### config.mk
export PLATFORM = sky130hd
export DESIGN_NAME = dram_arbiter_n
export DESIGN_NICKNAME = d
export VERILOG_FILES = /design/src/rtl/dram_arbiter_n.sv
export SDC_FILE = /design/constraint.sdc
export NUM_CORES = 1
export LEC_CHECK = 0
export CAP_MARGIN = 0
export CORE_ASPECT_RATIO = 1.25
export CORE_MARGIN = 10
export CORE_UTILIZATION = 40
export CTS_CLUSTER_DIAMETER = 150
export DETAILED_ROUTE_END_ITERATION = 10
export PLACE_DENSITY = 0.81
export SLEW_MARGIN = 20
export SYNTH_ARGS = -nofsm -noshare
export SYNTH_HDL_FRONTEND = slang
export SYNTH_SLANG_ARGS = --single-unit
### constraint.sdc
create_clock -name clock -period 2.3 [get_ports clock]
set_input_delay 0.46 -clock clock [delete_from_list [all_inputs] [get_ports clock]]
set_output_delay 0.46 -clock clock [all_outputs]
set_load 0.005 [all_outputs]
### src/rtl/dram_arbiter_n.sv
// dram_arbiter_n: round-robin DRAM arbiter for NUM_CORES cores plus a priority external port.
// Optional feature macro ARB_STATS_EN adds a saturating stall_count output.
module dram_arbiter_n #(
  parameter int NUM_CORES = 4,
  parameter int ADDR_W    = 9,
  parameter int DATA_W    = 16,
  parameter int READ_LAT  = 1
) (
  input  logic                      clock,
  input  logic                      reset_n,
  input  logic                      ext_en,
  input  logic                      ext_write,
  input  logic                      ext_read,
  input  logic [ADDR_W-1:0]         ext_addr,
  input  logic [DATA_W-1:0]         ext_wdata,
  output logic [DATA_W-1:0]         ext_rdata,
  output logic                      ext_rvalid,
  input  logic [NUM_CORES-1:0]      core_req,
  input  logic [NUM_CORES-1:0]      core_we,
  input  logic [NUM_CORES*ADDR_W-1:0] core_addr,
  input  logic [NUM_CORES*DATA_W-1:0] core_wdata,
  output logic [NUM_CORES-1:0]      core_gnt,
  output logic [DATA_W-1:0]         core_rdata,
  output logic [NUM_CORES-1:0]      core_rvalid,
  output logic [ADDR_W-1:0]         dram_addr,
  output logic [DATA_W-1:0]         dram_wdata,
  output logic                      dram_write_en,
  output logic                      dram_read_en,
  input  logic [DATA_W-1:0]         dram_rdata,
  output logic                      busy
`ifdef ARB_STATS_EN
  ,
  output logic [15:0]               stall_count
`endif
);

  localparam int IDX_W = $clog2(NUM_CORES);
  localparam int CNT_W = (READ_LAT > 1) ? $clog2(READ_LAT) : 1;

  typedef enum logic [1:0] {
    IDLE    = 2'd0,
    CMD     = 2'd1,
    RD_WAIT = 2'd2,
    RESP    = 2'd3
  } state_t;

  state_t               state_q, state_d;
  logic [IDX_W-1:0]     last_gnt_q, last_gnt_d;
  logic [IDX_W-1:0]     src_q, src_d;
  logic                 src_ext_q, src_ext_d;
  logic                 we_q, we_d;
  logic [ADDR_W-1:0]    dram_addr_q, dram_addr_d;
  logic [DATA_W-1:0]    dram_wdata_q, dram_wdata_d;
  logic                 dram_write_en_q, dram_write_en_d;
  logic                 dram_read_en_q, dram_read_en_d;
  logic [NUM_CORES-1:0] core_gnt_q, core_gnt_d;
  logic [CNT_W-1:0]     lat_cnt_q, lat_cnt_d;
  logic [DATA_W-1:0]    core_rdata_q, core_rdata_d;
  logic [DATA_W-1:0]    ext_rdata_q, ext_rdata_d;
  logic [NUM_CORES-1:0] core_rvalid_q, core_rvalid_d;
  logic                 ext_rvalid_q, ext_rvalid_d;

  logic                 rr_found;
  logic [IDX_W-1:0]     rr_idx;
  int                   cand;

  // Round-robin search starting one past the most recently granted core.
  always_comb begin
    rr_found = 1'b0;
    rr_idx   = '0;
    cand     = 0;
    for (int k = 1; k <= NUM_CORES; k++) begin
      cand = int'(last_gnt_q) + k;
      if (cand >= NUM_CORES) cand = cand - NUM_CORES;
      if (!rr_found && core_req[cand]) begin
        rr_found = 1'b1;
        rr_idx   = IDX_W'(cand);
      end
    end
  end

  always_comb begin
    // NOTE: every variable gets a default first so no path leaves it unassigned (no latches).
    state_d         = state_q;
    last_gnt_d      = last_gnt_q;
    src_d           = src_q;
    src_ext_d       = src_ext_q;
    we_d            = we_q;
    dram_addr_d     = dram_addr_q;
    dram_wdata_d    = dram_wdata_q;
    dram_write_en_d = 1'b0;
    dram_read_en_d  = 1'b0;
    core_gnt_d      = '0;
    lat_cnt_d       = lat_cnt_q;
    core_rdata_d    = core_rdata_q;
    ext_rdata_d     = ext_rdata_q;
    core_rvalid_d   = '0;
    ext_rvalid_d    = 1'b0;

    unique case (state_q)
      IDLE: begin
        if (ext_en && (ext_write || ext_read)) begin
          src_ext_d       = 1'b1;
          we_d            = ext_write;
          dram_addr_d     = ext_addr;
          dram_wdata_d    = ext_wdata;
          dram_write_en_d = ext_write;
          dram_read_en_d  = !ext_write;
          state_d         = CMD;
        end else if (!ext_en && rr_found) begin
          src_ext_d          = 1'b0;
          src_d              = rr_idx;
          we_d               = core_we[rr_idx];
          dram_addr_d        = core_addr[int'(rr_idx)*ADDR_W +: ADDR_W];
          dram_wdata_d       = core_wdata[int'(rr_idx)*DATA_W +: DATA_W];
          dram_write_en_d    = core_we[rr_idx];
          dram_read_en_d     = !core_we[rr_idx];
          core_gnt_d[rr_idx] = 1'b1;
          state_d            = CMD;
        end
      end
      CMD: begin
        if (!src_ext_q) last_gnt_d = src_q;
        if (we_q) begin
          state_d = IDLE;
        end else begin
          lat_cnt_d = CNT_W'(READ_LAT - 1);
          state_d   = RD_WAIT;
        end
      end
      RD_WAIT: begin
        if (lat_cnt_q == '0) begin
          if (src_ext_q) begin
            ext_rdata_d  = dram_rdata;
            ext_rvalid_d = 1'b1;
          end else begin
            core_rdata_d         = dram_rdata;
            core_rvalid_d[src_q] = 1'b1;
          end
          state_d = RESP;
        end else begin
          lat_cnt_d = lat_cnt_q - 1'b1;
        end
      end
      RESP:    state_d = IDLE;
      default: state_d = IDLE;
    endcase
  end

  // NOTE: sequential state uses non-blocking assignments so all flops update together.
  always_ff @(posedge clock or negedge reset_n) begin
    if (!reset_n) begin
      state_q         <= IDLE;
      last_gnt_q      <= IDX_W'(NUM_CORES - 1);
      src_q           <= '0;
      src_ext_q       <= 1'b0;
      we_q            <= 1'b0;
      dram_addr_q     <= '0;
      dram_wdata_q    <= '0;
      dram_write_en_q <= 1'b0;
      dram_read_en_q  <= 1'b0;
      core_gnt_q      <= '0;
      lat_cnt_q       <= '0;
      core_rdata_q    <= '0;
      ext_rdata_q     <= '0;
      core_rvalid_q   <= '0;
      ext_rvalid_q    <= 1'b0;
    end else begin
      state_q         <= state_d;
      last_gnt_q      <= last_gnt_d;
      src_q           <= src_d;
      src_ext_q       <= src_ext_d;
      we_q            <= we_d;
      dram_addr_q     <= dram_addr_d;
      dram_wdata_q    <= dram_wdata_d;
      dram_write_en_q <= dram_write_en_d;
      dram_read_en_q  <= dram_read_en_d;
      core_gnt_q      <= core_gnt_d;
      lat_cnt_q       <= lat_cnt_d;
      core_rdata_q    <= core_rdata_d;
      ext_rdata_q     <= ext_rdata_d;
      core_rvalid_q   <= core_rvalid_d;
      ext_rvalid_q    <= ext_rvalid_d;
    end
  end

`ifdef ARB_STATS_EN
  logic [15:0] stall_q, stall_d;

  // Counts cycles where some core waits and nobody is being granted; sticks at all-ones.
  always_comb begin
    stall_d = stall_q;
    if ((|core_req) && !(|core_gnt_q) && (stall_q != 16'hFFFF)) stall_d = stall_q + 16'd1;
  end

  always_ff @(posedge clock or negedge reset_n) begin
    if (!reset_n) stall_q <= '0;
    else          stall_q <= stall_d;
  end

  assign stall_count = stall_q;
`endif

  assign ext_rdata     = ext_rdata_q;
  assign ext_rvalid    = ext_rvalid_q;
  assign core_gnt      = core_gnt_q;
  assign core_rdata    = core_rdata_q;
  assign core_rvalid   = core_rvalid_q;
  assign dram_addr     = dram_addr_q;
  assign dram_wdata    = dram_wdata_q;
  assign dram_write_en = dram_write_en_q;
  assign dram_read_en  = dram_read_en_q;
  assign busy          = (state_q != IDLE);

endmodule
; ---- Word level (Yosys, flattened, before mapping)
; Cells that the tools add are included.
; W data, S select, Z words.
[totals]
ff_bits = 77
inputBits = 154
output_inout_bits = 69
elab_cells = 134
[classes]
addsub = 9
mul = 1
magnitude_cmp = 12
n_eq_ne = 6
shifts = 2
n_mux = 61
bitwise_logic = 3
reduce_logical = 25
[ops]
columns = cell, n
row1 = $lt A32 B4 Y1 const B, 4
row2 = $mux W32, 4
row3 = $shiftx A64 B7 Y16, 1
row4 = $shiftx A36 B7 Y9, 1
row5 = $mux W16, 2
row6 = $mux W1, 30
row7 = $mux W4, 6
row8 = $mux W9, 2
row9 = $mux W2, 8
row10 = $sub A3 B3 Y4 const B, 3
row11 = $bmux W1 S2, 5
row12 = $ge A3 B3 Y1 const B, 3
row13 = $reduce_and A3 Y1, 3
row14 = $pmux W2 S4, 1
row15 = $reduce_and A2 Y1, 4
row16 = $logic_and A1 B1 Y1, 7
row17 = $add A2 B2 Y3 const B, 2
row18 = $logic_not A1 Y1, 6
row19 = $lt A2 B3 Y1 const B, 2
row20 = $mul A2 B4 Y6 const B, 1
row21 = $reduce_bool A2 Y1, 3
row22 = $sub A4 B3 Y5 const B, 1
row23 = $add A2 B3 Y4 const B, 1
row24 = $demux W1 S2, 2
row25 = 12 further kinds, 17

; ---- Logic depth before layout (Yosys ltp)
[depth]
depth_word = 23
ltp_mapped = 8
depth_no_buf = 5

; ---- Least setup slack after synthesis
; No wires, ideal clock.
[synth_timing]
path_type = register to register
from = reg last_gnt_q[1]
to = reg dram_addr_q[0] (netlist: dram_addr[0])
setup_ps = 141
arrival_ps = 1698
required_time_ps = 2159
path_slack_ps = 460
path_stages_with_launch = 9
path_buffers = 3
period_less_slack_ps = 1840
cell_sequence = dfstp_2 buf_6 mux2i_1 o22ai_2 o21ba_4 buf_12 buf_12 mux2i_1 a31oi_1
[synth_between]
elab_chain_cells = 20
elab_cells_between_ends = 49
classes_between = add/sub: 8 / mul: 1 / order compare: 4 / shift: 1 / mux: 26 / reduce/logical: 9
[synth_rtl]
columns = element, line_no
row1 = from (decl), 48  ; logic [IDX_W-1:0] last_gnt_q, last_gnt_d;
row2 = from (signal assigned), 154  ; last_gnt_q <= IDX_W'(NUM_CORES - 1);
row3 = from (signal assigned), 170  ; last_gnt_q <= last_gnt_d;
row4 = $add A2 B1 Y3, 73  ; cand = int'(last_gnt_q) + k;
row5 = $sub A3 B3 Y4 or $ge A3 B3 Y1 (tied branches), 74  ; if (cand >= NUM_CORES) cand = cand - NUM_CORES;
row6 = $mux W32, 74
row7 = $bmux W1 S2, 75  ; if (!rr_found && core_req[cand]) begin
row8 = $mux W1 (implied by the code) (2 in a row), 75
row9 = $mux W1, 75
row10 = $logic_not A1 Y1, 75
row11 = $logic_and A1 B1 Y1, 75
row12 = [3 not listed], --
row13 = $mux W1, 75
row14 = $logic_not A1 Y1, 75
row15 = $logic_and A1 B1 Y1, 75
row16 = $mux W2, 75
row17 = $mul A2 B4 Y6, 114  ; dram_addr_d = core_addr[int'(rr_idx)*ADDR_W +: ADDR_W];
row18 = $shiftx A36 B7 Y9, 114
row19 = $mux W9, 110  ; end else if (!ext_en && rr_found) begin
row20 = $mux W9, 102  ; if (ext_en && (ext_write || ext_read)) begin
row21 = to (signal assigned), 174  ; dram_addr_q <= dram_addr_d;
row22 = to (decl), 52  ; logic [ADDR_W-1:0] dram_addr_q, dram_addr_d;
; Several ways; a longest one is shown, not always the timed one. The select of a mux whose other input is x is not followed.
; A chain may end at the register's enable or synchronous reset.

; ---- Final worst setup path
[layout_timing]
from = in core_req[3]
to = reg dram_addr_q[8] (netlist: dram_addr[8])
[layout_between]
elab_chain_cells = 17
elab_cells_between_ends = 33
classes_between = mul: 1 / shift: 1 / mux: 22 / reduce/logical: 9
[layout_rtl]
columns = element, line_no
row1 = from (decl), 18  ; input logic [NUM_CORES-1:0] core_req,
row2 = $bmux W1 S2, 75
row3 = $mux W1 (implied by the code) (2 in a row), 75
row4 = $mux W1, 75
row5 = $logic_not A1 Y1, 75
row6 = $logic_and A1 B1 Y1, 75
row7 = $mux W1, 75
row8 = $logic_not A1 Y1, 75
row9 = $logic_and A1 B1 Y1, 75
row10 = $mux W1, 75
row11 = $logic_not A1 Y1, 75
row12 = $logic_and A1 B1 Y1, 75
row13 = $mux W2, 75
row14 = $mul A2 B4 Y6, 114
row15 = $shiftx A36 B7 Y9, 114
row16 = $mux W9, 110
row17 = $mux W9, 102
; Several ways; a longest one is shown, not always the timed one. The select of a mux whose other input is x is not followed.

==> impl_results.md <==
- Storage cell area: 1900 sq um
- Post-CTS sizing: 0
- Htree depth: 3
- Max cap viols: 0
- Width of the die: 112 um
- Post-synth EDFFs: 0
- DP Wirelength: 12,800 um
- Post-Syn Instances: 400
- Part of the cycle the worst path needs: 0.897
- Mapped Area: 4280 sq um
- Total Routing Usage GR: 0.209
- Largest net degree at the start of global routing: 77
- Status: complete, no violations
- CTS tree: built
- CTS Sinks: 76
- Commonest cells post-synth: dfrtp_1, nor3b_1, o21ai_0, a31oi_1, mux2i_1
- Share of layout cells above drive strength 1: 0.114
- Leakage: 0.00279 uW
- Worst-margin pin slew: 894 ps
- Via count: 4,380
- Synth async-reset ratio: 1.00
- DP Worst Slack: -117 ps
- Initial antenna violation count: 0
- Num CTS Buffers: 9
- Pint: 5030 uW
- Final wirelength: 16,300 um
- Yosys Warn Count: 0
- Initial Util: 0.407
- Core Region: 10,500 sq um
- PortBufs: 222
- Register area share after synthesis: 0.445
- Number of global-route vias before repair: 4,862
- Full die area: 15,300 sq um
- Net Switching: 2610 uW
- DRT antenna net count: 0
- Relative slew slack: 0.402
- GRT overflow: 0
- Clock Power Share: 0.185
- Pre-antenna DRT Iters: 4
- Power per Cell Area: 1070 nW/um^2
- RSZ-0062 raised after global routing: no
- Setup Crit Path Kind: in -> reg
- Critical path arrival: 2270 ps
- Crit path capture type: flop
- Synth area leaders: dfrtp_1, nor3b_1, mux2_1
- Crit path time final: 2060 ps
- Synth area leader: dfrtp_1
- # Post-CTS Setup Buffers: 0
- Max Buffers Root-to-Sink: 2
- Overall Power: 7650 uW
- Filler Cells Inserted: 798
- # IOs: 223
- Count leader, synth: dfrtp_1
- CP Launch Type: input pin
- DRT iter0 DRCs: 243
- Peak Freq: 485 MHz
- Wire per inst: 21.3 um
- Area Overhead vs Synth: 66.6%
- Hold Fails Final Rpt: 0
- Crit path max fanout: 14
- Rows: 42
- Post-route setup slack: 237 ps
- Synth unique cells: 46
- DRC viols: 0
- CP required: 2510 ps
- Main synth FF type: dfrtp_1
- Hold Path Class: in -> async
- Footprint of the multi-input gates: 2180 sq um
- Post-synth net total: 554
- Post-layout nets: 783
- Yosys reg bits: 76
- Die Y: 136 um
- Sw frac: 0.342
- Post-layout util: 0.678
- First-pass GRT wire length: 25,500 um
- Routability-driven placement congestion ratio: 0.889
- Avg Cell Area, Syn: 10.7 sq um
- Final Instance Area: 7130 sq um
- Comb pwr share: 0.506
- Post-synth top area share: 0.433
- Post-CTS Hold Buffers: 0
- Root buf cell: clkbuf_16
- Peak VDD IR: 0.000398 V
- Worst Skew: 9.72 ps
- Final setup viols: 0
- Flop pwr share: 0.309
- Clock latency on the worst-skew pair: 340 ps
- Placed inst area: 6830 sq um
- Diodes inserted: 0
- Reg clk slew, reported paths: 60 ps
- DR vias/cell: 5.72
- Hold_ws: 136 ps
- Max Transition Viols Final: 0
==> per-layer routing <==
layer	share of wire	GRT usage
met5	0	0
met4	0.038	0.112
met3	0.11	0.0833
met2	0.49	0.360
met1	0.36	0.214
==> power by group through the flow <==
| stage | Sequential [uW] | Combinational (uW) | Clock, uW |
|---|---|---|---|
| detailed placement | 2370 | 3890 | 0 |
| global placement | 2330 | 3780 | 0 |
| CTS | 2360 | 3910 | 1430 |
| floorplan | 2310 | 1790 | 0 |
| global route | 2440 | 4200 | 1490 |
| finish | 2370 | 3870 | 1410 |
==> cells by family after synthesis <==
group | count (synthesis) | synth area share
AND/OR/NAND/NOR | 117 | 0.178
buffers and inverters | 42 | 0.0526
flip-flops | 76 | 0.445
AO/OA/AOI/OAI | 105 | 0.174
multiplexers | 60 | 0.150
==> path summary, 6_finish.rpt <==
path | startpoint | endpoint | slack (ps) | cells after the start
max | core_req[3] | dram_addr[8]$_DFFE_PN0P_ | 240 | 8
min | reset_n | core_rdata[4]$_DFFE_PN0P_ | 140 | 2
max reg2reg | last_gnt_q[1]$_DFFE_PN1P_ | dram_addr[8]$_DFFE_PN0P_ | 310 | 6
min reg2reg | state_q[0]$_DFFE_PN0P_ | state_q[0]$_DFFE_PN0P_ | 480 | 1
max in group asynchronous | reset_n | last_gnt_q[1]$_DFFE_PN1P_ | 1820 | 2
min in group clock | state_q[0]$_DFFE_PN0P_ | state_q[0]$_DFFE_PN0P_ | 480 | 1
==> sequential cells by signal (all words and copies together) (netlist names), named ones only <==
name,count
dram_write_en,1
dram_read_en,1
src_q,2
src_ext_q,1
state_q,1
core_gnt,4
we_q,1
core_rvalid,4
dram_wdata,16
last_gnt_q,2
ext_rdata,16
core_rdata,16
ext_rvalid,1
dram_addr,9
==> layout make-up <==
class / instances / area share
repair buffers: 255 / 0.360
multi-input cells: 282 / 0.306
flip-flops and latches: 76 / 0.267
clock buffers: 10 / 0.0321
well taps: 132 / 0.0232
clock inverters: 6 / 0.00913
inverters: 5 / 0.00263
==> worst max-delay path, cell delays in order <==
cell	delay [ps]
clkdlybuf4s50_1	490
buf_4	180
mux2i_1	180
o22ai_2	120
o21ba_4	290
buf_12	170
mux2i_1	250
a31oi_1	130
==> per-stage QoR <==
step / cells / TNS (ps)
5_1_grt: 766 / 0
3_5_place_dp: 750 / -1520
2_1_floorplan: 400 / 0
3_3_place_gp: 750 / -91.9
6_report: 766 / 0
4_1_cts: 766 / 0
==> cells in the final DEF (no fill, tap or decap), types with 4 or more instances in the layout <==
cell             netlist  final
a21oi_1                4      4
a221oi_1              25     25
a31oi_1               26     26
buf_12                 2      8
buf_4                  2     26
clkbuf_16              0      9
clkdlybuf4s50_1        0    221
dfrtp_1               74     74
mux2_1                25     25
mux2_2                 9      9
mux2i_1               26     26
nand2_1                9      9
nor2_1                10      9
nor3b_1               52     52
o211ai_1               4      4
o21ai_0               28     28
or3_1                 25     25
No activity file was read; power rests on OpenSTA's default activity.
